**config.mk**
```make
export PLATFORM = sky130hd
export DESIGN_NAME = reaction_timer_flat
export DESIGN_NICKNAME = d
export VERILOG_FILES = /design/src/rtl/reaction_timer_pkg.sv /design/src/rtl/reaction_timer_if.sv /design/src/rtl/reaction_timer_ms_tick.sv /design/src/rtl/reaction_timer.sv /design/src/flat_wrapper.sv
export SDC_FILE = /design/constraint.sdc
export NUM_CORES = 1
export LEC_CHECK = 0
export ABC_AREA = 1
export CAP_MARGIN = 20
export CORE_ASPECT_RATIO = 1.1
export CORE_MARGIN = 8
export CORE_UTILIZATION = 55
export CTS_BUF_LIST = sky130_fd_sc_hd__clkbuf_8
export CTS_CLUSTER_SIZE = 14
export DETAILED_ROUTE_END_ITERATION = 10
export GPL_ROUTABILITY_DRIVEN = 0
export PLACE_DENSITY_LB_ADDON = 0.08
export SLEW_MARGIN = 20
export SYNTH_ARGS = -nofsm -noshare
export SYNTH_HDL_FRONTEND = slang
export SYNTH_HIERARCHICAL = 1
export SYNTH_SLANG_ARGS = --single-unit
```
**constraint.sdc**
```tcl
create_clock -name clk -period 3 [get_ports clk]
set_input_delay 0.75 -clock clk [delete_from_list [all_inputs] [get_ports clk]]
set_output_delay 0.75 -clock clk [all_outputs]
set_load 0.005 [all_outputs]
```
**src/rtl/reaction_timer_pkg.sv**
```systemverilog
// Shared definitions for the reaction timer: FSM state encoding and datapath widths.
package reaction_timer_pkg;

    localparam int REACT_MS_W = 14;
    localparam int DELAY_W    = 16;

    typedef enum logic [2:0] {
        ST_IDLE,
        ST_SEED,
        ST_DELAY,
        ST_REACT,
        ST_DONE
    } state_t;

endpackage

```
**src/rtl/reaction_timer_if.sv**
```systemverilog
// Player/generator/display signal bundle of the reaction timer.
interface reaction_timer_if;
    import reaction_timer_pkg::*;

    logic                  start_btn;
    logic                  react_btn;
    logic [6:0]            rand_in;
    logic                  rand_valid;
    logic                  lfsr_stop;
    logic                  led;
    logic [REACT_MS_W-1:0] react_ms;
    logic                  result_valid;
    logic                  false_start;
    logic                  timeout;

    modport master (
        output start_btn, react_btn, rand_in, rand_valid,
        input  lfsr_stop, led, react_ms, result_valid, false_start, timeout
    );

    modport slave (
        input  start_btn, react_btn, rand_in, rand_valid,
        output lfsr_stop, led, react_ms, result_valid, false_start, timeout
    );

endinterface

```
**src/rtl/reaction_timer_ms_tick.sv**
```systemverilog
// Millisecond tick divider: one-cycle ms_tick every TICK_DIV clocks, restartable via clear.
module ms_tick_gen #(
    parameter int TICK_DIV = 50000
) (
    input  logic clk,
    input  logic reset,
    input  logic clear,
    output logic ms_tick
);

    localparam int CNT_W = (TICK_DIV > 1) ? $clog2(TICK_DIV) : 1;
    localparam logic [CNT_W-1:0] LAST = CNT_W'(TICK_DIV - 1);

    logic [CNT_W-1:0] cnt_reg;

    always_ff @(posedge clk) begin
        if (reset || clear) begin
            cnt_reg <= '0;
        end else if (cnt_reg == LAST) begin
            cnt_reg <= '0;
        end else begin
            cnt_reg <= cnt_reg + 1'b1;
        end
    end

    assign ms_tick = (cnt_reg == LAST);

endmodule

```
**src/rtl/reaction_timer.sv**
```systemverilog
// Reaction-game controller: seeds a random wait from the LFSR, lights the go LED and
// measures the player's response in ms, flagging false starts and timeouts.
module reaction_timer
    import reaction_timer_pkg::*;
#(
    parameter int TICK_DIV      = 50000,
    parameter int DELAY_BASE_MS = 1000,
    parameter int DELAY_SCALE   = 16,
    parameter int MAX_REACT_MS  = 9999
) (
    input  logic             clk,
    input  logic             reset,
    reaction_timer_if.slave  bus
);

    localparam logic [REACT_MS_W-1:0] REACT_MAX  = REACT_MS_W'(MAX_REACT_MS);
    localparam logic [REACT_MS_W-1:0] REACT_LAST = REACT_MS_W'(MAX_REACT_MS - 1);

    state_t                state_reg, state_next;
    logic                  start_armed_reg, react_armed_reg;
    logic                  start_edge, react_edge;
    logic                  ms_tick, tick_clear, seed_stop, go_led;
    logic                  delay_done, react_full;
    logic [DELAY_W-1:0]    delay_cnt_reg, delay_load;
    logic [REACT_MS_W-1:0] react_cnt_reg, react_ms_reg;
    logic                  result_valid_reg, false_start_reg, timeout_reg;

    ms_tick_gen #(.TICK_DIV(TICK_DIV)) u_tick (
        .clk     (clk),
        .reset   (reset),
        .clear   (tick_clear),
        .ms_tick (ms_tick)
    );

    // The armed bits record "button seen low last cycle"; clearing them on reset
    // means a button already held through reset never counts as a press.
    always_ff @(posedge clk) begin
        if (reset) begin
            start_armed_reg <= 1'b0;
            react_armed_reg <= 1'b0;
        end else begin
            start_armed_reg <= ~bus.start_btn;
            react_armed_reg <= ~bus.react_btn;
        end
    end

    assign start_edge = bus.start_btn & start_armed_reg;
    assign react_edge = bus.react_btn & react_armed_reg;
    assign delay_load = DELAY_W'(DELAY_BASE_MS) + DELAY_W'(bus.rand_in) * DELAY_W'(DELAY_SCALE);
    assign delay_done = ms_tick && (delay_cnt_reg == DELAY_W'(1));
    assign react_full = ms_tick && (react_cnt_reg == REACT_LAST);

    always_ff @(posedge clk) begin
        if (reset) state_reg <= ST_IDLE;
        else       state_reg <= state_next;
    end

    always_comb begin
        state_next = state_reg;
        case (state_reg)
            ST_IDLE:  if (start_edge) state_next = ST_SEED;
            ST_SEED:  if (bus.rand_valid) state_next = ST_DELAY;
            ST_DELAY: if (react_edge) state_next = ST_DONE;
                      else if (delay_done) state_next = ST_REACT;
            ST_REACT: if (react_edge || react_full) state_next = ST_DONE;
            ST_DONE:  if (start_edge) state_next = ST_SEED;
            default:  state_next = ST_IDLE;
        endcase
    end

    always_comb begin
        seed_stop  = (state_reg == ST_SEED);
        go_led     = (state_reg == ST_REACT);
        tick_clear = (state_next != state_reg) &&
                     (state_next == ST_DELAY || state_next == ST_REACT);
    end

    // A press always takes priority over a tick arriving in the same cycle.
    always_ff @(posedge clk) begin
        if (reset) begin
            delay_cnt_reg    <= '0;
            react_cnt_reg    <= '0;
            react_ms_reg     <= '0;
            result_valid_reg <= 1'b0;
            false_start_reg  <= 1'b0;
            timeout_reg      <= 1'b0;
        end else begin
            result_valid_reg <= 1'b0;
            case (state_reg)
                ST_SEED: begin
                    if (bus.rand_valid) begin
                        delay_cnt_reg   <= delay_load;
                        false_start_reg <= 1'b0;
                        timeout_reg     <= 1'b0;
                    end
                end
                ST_DELAY: begin
                    if (react_edge) begin
                        false_start_reg <= 1'b1;
                    end else if (ms_tick) begin
                        delay_cnt_reg <= delay_cnt_reg - 1'b1;
                        if (delay_done) react_cnt_reg <= '0;
                    end
                end
                ST_REACT: begin
                    if (react_edge) begin
                        react_ms_reg     <= react_cnt_reg;
                        result_valid_reg <= 1'b1;
                    end else if (ms_tick) begin
                        react_cnt_reg <= react_cnt_reg + 1'b1;
                        if (react_full) begin
                            react_ms_reg     <= REACT_MAX;
                            timeout_reg      <= 1'b1;
                            result_valid_reg <= 1'b1;
                        end
                    end
                end
                default: ;
            endcase
        end
    end

    assign bus.lfsr_stop    = seed_stop;
    assign bus.led          = go_led;
    assign bus.react_ms     = react_ms_reg;
    assign bus.result_valid = result_valid_reg;
    assign bus.false_start  = false_start_reg;
    assign bus.timeout      = timeout_reg;

endmodule

```
**src/flat_wrapper.sv**
```systemverilog
// flat-port wrapper written by rule: the top's interface ports become plain ports
module reaction_timer_flat import reaction_timer_pkg::*;
#(
    parameter int TICK_DIV      = 50000,
    parameter int DELAY_BASE_MS = 1000,
    parameter int DELAY_SCALE   = 16,
    parameter int MAX_REACT_MS  = 9999
)
  (clk, reset, bus_start_btn, bus_react_btn, bus_rand_in, bus_rand_valid, bus_lfsr_stop, bus_led, bus_react_ms, bus_result_valid, bus_false_start, bus_timeout);
  reaction_timer_if bus_i ();
  input  logic clk;
  input  logic reset;
  input wire logic [$bits(bus_i.start_btn)-1:0] bus_start_btn;
  input wire logic [$bits(bus_i.react_btn)-1:0] bus_react_btn;
  input wire logic [$bits(bus_i.rand_in)-1:0] bus_rand_in;
  input wire logic [$bits(bus_i.rand_valid)-1:0] bus_rand_valid;
  output wire logic [$bits(bus_i.lfsr_stop)-1:0] bus_lfsr_stop;
  output wire logic [$bits(bus_i.led)-1:0] bus_led;
  output wire logic [$bits(bus_i.react_ms)-1:0] bus_react_ms;
  output wire logic [$bits(bus_i.result_valid)-1:0] bus_result_valid;
  output wire logic [$bits(bus_i.false_start)-1:0] bus_false_start;
  output wire logic [$bits(bus_i.timeout)-1:0] bus_timeout;
  assign bus_i.start_btn = bus_start_btn;
  assign bus_i.react_btn = bus_react_btn;
  assign bus_i.rand_in = bus_rand_in;
  assign bus_i.rand_valid = bus_rand_valid;
  assign bus_lfsr_stop = bus_i.lfsr_stop;
  assign bus_led = bus_i.led;
  assign bus_react_ms = bus_i.react_ms;
  assign bus_result_valid = bus_i.result_valid;
  assign bus_false_start = bus_i.false_start;
  assign bus_timeout = bus_i.timeout;
  reaction_timer #(.TICK_DIV(TICK_DIV), .DELAY_BASE_MS(DELAY_BASE_MS), .DELAY_SCALE(DELAY_SCALE), .MAX_REACT_MS(MAX_REACT_MS)) u_core (.clk(clk), .reset(reset), .bus(bus_i));
endmodule
```
## Word level (Yosys, flattened, before mapping)

Cells that the tools add are included.

- Multiplexer cells: 29
- Bitwise logic cells: 5
- $add $sub $neg: 4
- Eq/ne operators: 18
- Reductions and logical operators: 20

Operator list:

| cell | number |
|---|---|
| two-way mux 14 bit | 8 |
| two-way mux 16 bit | 3 |
| case mux 16 bit (2 select lines) | 1 |
| case mux 14 bit (2 select lines) | 1 |
| adder 16 x 1 -> 16 bit (second input constant) | 1 |
| equality test 16 x 1 -> 1 bit (second input constant) | 1 |
| equality test 16 bit (second input constant) | 1 |
| subtractor 16 x 1 -> 16 bit (second input constant) | 1 |
| two-way mux 3 bit | 5 |
| adder 14 x 1 -> 14 bit (second input constant) | 1 |
| equality test 14 bit (second input constant) | 1 |
| adder 10 x 11 -> 12 bit (first input constant) | 1 |
| equality test 3 x 2 -> 1 bit (second input constant) | 4 |
| case mux 3 bit (4 select lines) | 1 |
| inequality test 2 x 1 -> 1 bit (second input constant) | 5 |
| nonzero test 2 bit | 5 |
| two-way mux 1 bit | 8 |
| inequality test 2 bit (second input constant) | 3 |
| AND reduction 3 bit | 2 |
| AND reduction 6 bit | 1 |
| OR reduction 2 bit | 3 |
| AND reduction 5 bit | 1 |
| case mux 1 bit (2 select lines) | 2 |
| AND reduction 4 bit | 1 |
| 8 further kinds | 15 |

- Input port bits: 12
- Output and inout bits: 19
- Register bits after elaboration: 68
- Word-level logic and storage cells: 86

## Depth between registers and ports, before layout

- Depth after elaboration: 10
- Gate-level depth with buffers: 18
- Depth with buffers taken out: 17

## Hierarchy

Netlist, hierarchy kept.

By module, submodules not included:

| module | cells each | times used | area each (µm²) | sequential area each (µm²) |
|---|---|---|---|---|
| reaction_timer | 448 | 1 | 2916.5 | 1041.0 |
| ms_tick_gen | 129 | 1 | 857.1 | 320.3 |

## Worst setup path after synthesis

Ideal clock, no wire load.

- Kind: register to register
- Start point: register u_core.u_tick.cnt_reg[0]
- End point: register u_core.u_tick.cnt_reg[14]
- Period minus slack after synthesis: 2.335 ns
- Arrival time: 2.265 ns
- Library setup time: 0.070 ns
- Path buffers: 1
- Stages on the path, launching flop included: 18
- Required time: 2.930 ns
- Path slack: 0.665 ns
- Cell sequence: dfxtp_1 > ha_1 > nand3_1 > or2_2 > nor2_1 > nand4_1 > nor2_1 > nand2_1 > nand2_1 > nand2_1 > nor2_1 > nand2_1 > nand2_1 > inv_1 > nor2_1 > nand2_4 > buf_8 > a21oi_1

- Cells in the longest elaborated chain, start to end: 10

Ends and longest elaborated chain:

| what | line | RTL |
|---|---|---|
| start: declaration | reaction_timer_ms_tick.sv:14 | `logic [CNT_W-1:0] cnt_reg;` |
| start signal: assignment | reaction_timer_ms_tick.sv:22 | `cnt_reg <= cnt_reg + 1'b1;` |
| equality test 16 bit (*) | reaction_timer_ms_tick.sv:26 | `assign ms_tick = (cnt_reg == LAST);` |
| via u_core.ms_tick | reaction_timer.sv:22 | `logic ms_tick, tick_clear, seed_stop, go_led;` |
| logical AND 1 bit (on tied branches) | reaction_timer.sv:50, reaction_timer.sv:51 |  |
| two-way mux 3 bit or logical OR 1 bit (tied branches) | reaction_timer.sv:64, reaction_timer.sv:65 |  |
| two-way mux 3 bit (on tied branches) | reaction_timer.sv:63, reaction_timer.sv:65 |  |
| case mux 3 bit (4 select lines) (*) | reaction_timer.sv:60 | `case (state_reg)` |
| equality test 3 x 2 -> 1 bit | reaction_timer.sv:75 | `(state_next == ST_DELAY \|\| state_next == ST_REACT);` |
| logical OR 1 bit | reaction_timer.sv:75 |  |
| logical AND 1 bit (*) | reaction_timer.sv:74 | `tick_clear = (state_next != state_reg) &&` |
| via u_core.tick_clear | reaction_timer.sv:22 |  |
| logical OR 1 bit (*) | reaction_timer_ms_tick.sv:17 | `if (reset \|\| clear) begin` |
| OR reduction 2 bit (no source line) (*) | - |  |

The timed path passes the listed nets; every way through them passes the cells marked *.
A chain may end at the register's enable or synchronous reset.

## Worst setup path after layout

- Start point: register u_core.u_tick.cnt_reg[0]
- End point: register u_core.u_tick.cnt_reg[7]

The elaborated chain is that of the path after synthesis.

==> out/qor.yml <==
status: "completed"
seq_area_um2: 1360
final_max_slew_viol_count: 0
cts_tree: "yes"
dpl_cell_area_um2: 4100
yosysMostFrequentCell: "nand2_1"
ctsResizeCount: 0
cts_num_sinks: 68
final_antenna_net_count: 0
syn_nets: 595
r2r_slack_ns: 0.38
rows: 31
synth_flop_cell: "dfxtp_1"
hp-class: "register to register"
crit_type: "register to register"
hold_viol_final: 0
cp-end-kind: "register"
die_w_um: 95.0
r2r_end: "u_core/u_tick/cnt_reg[7]"
first_iter_violations: 264
overflow: 0
numCtsBuffers: 9
synth-seq-cells: 68
reg2reg_depth: 16
min_from: "u_core/u_tick/cnt_reg[0]"
synth_area_leaders: "dfxtp_1 (36%), nand2_1 (15%), nor2_1 (8.3%)"
fin_crit_ns: 2.62
boundaryPins: 31
dp_hpwl_mm: 6.24
worstMarginPinSlew_ns: 0.558
wl_mm: 8.47
dieArea_um2: 9770
syn_inst: 577
ys_seq_area_share_pct: 36.1
cp_max_fo: 16
setup_tns_ns: 0
synth_top_area_share_pct: 36.1
clk_pin_slew_ns: 0.07
skew_ns: 0.0127
root_buffer: "clkbuf_8"
io_buffers: 30
peakVddDrop_v: 0.000360
synth-edff-count: 0
synth.largest_area_cell: "dfxtp_1"
netlist_top_cells_count: "nand2_1 (146), nor2_1 (83), dfxtp_1 (68)"
slew_headroom_pct: 62.7
final_nets: 622
grt_pass1_wl_mm: 14.8
r2r_start: "u_core/u_tick/cnt_reg[0]"
cts_setup_buffers: 0
grt_pass1_vias: 3347
die_height_um: 103
hold_buffers: 0
num_vias: 3602
cts_max_path_buffers: 2
core_area_um2: 6630
critical_path_required_ns: 3.28
initial_core_util_pct: 56.9
power_density_nw_per_um2: 442
diodes: 0
track_usage_pct: 18.9
area_growth_pct: 14.6
drive_gt1_share_pct: 8.21
via_per_inst: 5.21
grt_max_degree: 33
rsz0062_at_grt: "no"
p_leak_nw: 1.74
yosysUniqueCellTypes: 38
ys_async_sr_fraction_pct: 0
syn-cell-area_um2: 3770
clk_latency_ns: 0.35
fmax_mhz: 382
drc_errors: 0
fin_area_um2: 4330
min_path_cells: 1
synth.avg_cell_area_um2: 6.54
ys_warn_count: 6
min_to: "u_core/u_tick/cnt_reg[0]"
arrival_ns: 2.90
nFillCells: 595
route.detailed.wl_per_inst_um: 12.3
setup_viol: 0
dr.pass1.iters: 6
fin_crit_sh_pct: 87.3
multi_input_area_um2: 2050
antenna_found_initial: 0
critPathLaunchType: "register"
htreeDepth: 3
max_cap_violations: 0
-- final cells by class --
cell class / instances / area share [%]
repair buffers: 31 / 7.12
inverters: 73 / 6.36
multi-input cells: 421 / 47.5
clock inverters: 6 / 2.00
flip-flops and latches: 68 / 31.5
well taps: 82 / 2.37
clock buffers: 10 / 3.18
-- worst max-delay path, stage by stage (launching register included) --
cell and delay [ns]:
dfxtp_1 0.37, ha_1 0.20, nand3_1 0.17, or2_2 0.33, nor2_1 0.25, nand4_1 0.14
nor2_1 0.13, nand2_1 0.06, nand2_1 0.09, nand2_1 0.06, nor2_1 0.12, nand2_1 0.07
nand2_1 0.06, inv_1 0.04, nor2_1 0.17, nand2_4 0.15, a21oi_1 0.14
-- routing by layer --
layer  track usage (%)  vias to the layer above  routed length, um
met5                 0                        -                  0
met4              8.17                        0                137
met3              4.52                       12                519
met2              29.7                       95               3800
met1              24.0                     1607               4020
li1                  -                     1888                  -
-- cell families (layout without fill, tap and decap cells) --
| logic type | Yosys count | in the layout | share of synthesized area (%) |
|---|---|---|---|
| AND/OR/NAND/NOR | 310 | 310 | 35.5 |
| AO/OA/AOI/OAI | 89 | 89 | 13.2 |
| XOR/XNOR | 16 | 16 | 3.71 |
| adder cells (fa/ha/maj) | 6 | 6 | 1.99 |
| buffers and inverters | 88 | 120 | 9.48 |
| flip-flops | 68 | 68 | 36.1 |
-- stage by stage --
step | hold slack (ns) | instances | utilization [%] | setup WS [ns] | power (W)
floorplan | 0.430 | 577 | - | 0.665 | 0.00105
global placement | 0.440 | 675 | 61.8 | 0.514 | 0.00109
detailed placement | 0.448 | 675 | 61.8 | 0.413 | 0.00109
CTS | 0.467 | 691 | 65.2 | 0.390 | 0.00194
global route | 0.487 | 691 | 65.2 | 0.0745 | 0.00201
finish | 0.460 | 691 | 65.2 | 0.380 | 0.00191
-- layout by cell type (no fill, tap or decap), drive strengths merged, types with 2 or more instances in the layout --
| cell type | instances |
|---|---|
| nand4 | 16 |
| a31oi | 3 |
| o21bai | 11 |
| clkdlybuf4s50 | 30 |
| or2 | 5 |
| o21ai | 27 |
| nor3 | 10 |
| a21oi | 45 |
| bufinv | 2 |
| xor2 | 15 |
| nand2 | 156 |
| ha | 6 |
| dfxtp | 68 |
| clkinv | 4 |
| clkbuf | 10 |
| nor2 | 89 |
| inv | 72 |
| nand3 | 32 |
-- power breakdown --
group	switching [W]	total [W]	internal (W)
clock	0.000346	0.000837	0.000490
sequential	0.0000111	0.000926	0.000915
combinational	0.0000921	0.000148	0.0000561
total	0.000449	0.00191	0.00146
-- worst max path at each step --
| stage | startpoint | endpoint | depth (start not counted) |
|---|---|---|---|
| after floorplan | u_core/u_tick/cnt_reg[0] | u_core/u_tick/cnt_reg[14] | 17 |
| after global placement | bus_react_btn | u_core/react_cnt_reg[8] | 8 |
| after detailed placement | u_core/u_tick/cnt_reg[0] | u_core/u_tick/cnt_reg[7] | 16 |
| after CTS | u_core/u_tick/cnt_reg[0] | u_core/u_tick/cnt_reg[7] | 16 |
| after global routing | u_core/u_tick/cnt_reg[0] | u_core/u_tick/cnt_reg[3] | 16 |
| final | u_core/u_tick/cnt_reg[0] | u_core/u_tick/cnt_reg[7] | 16 |
(Power assumes the default switching activity.)
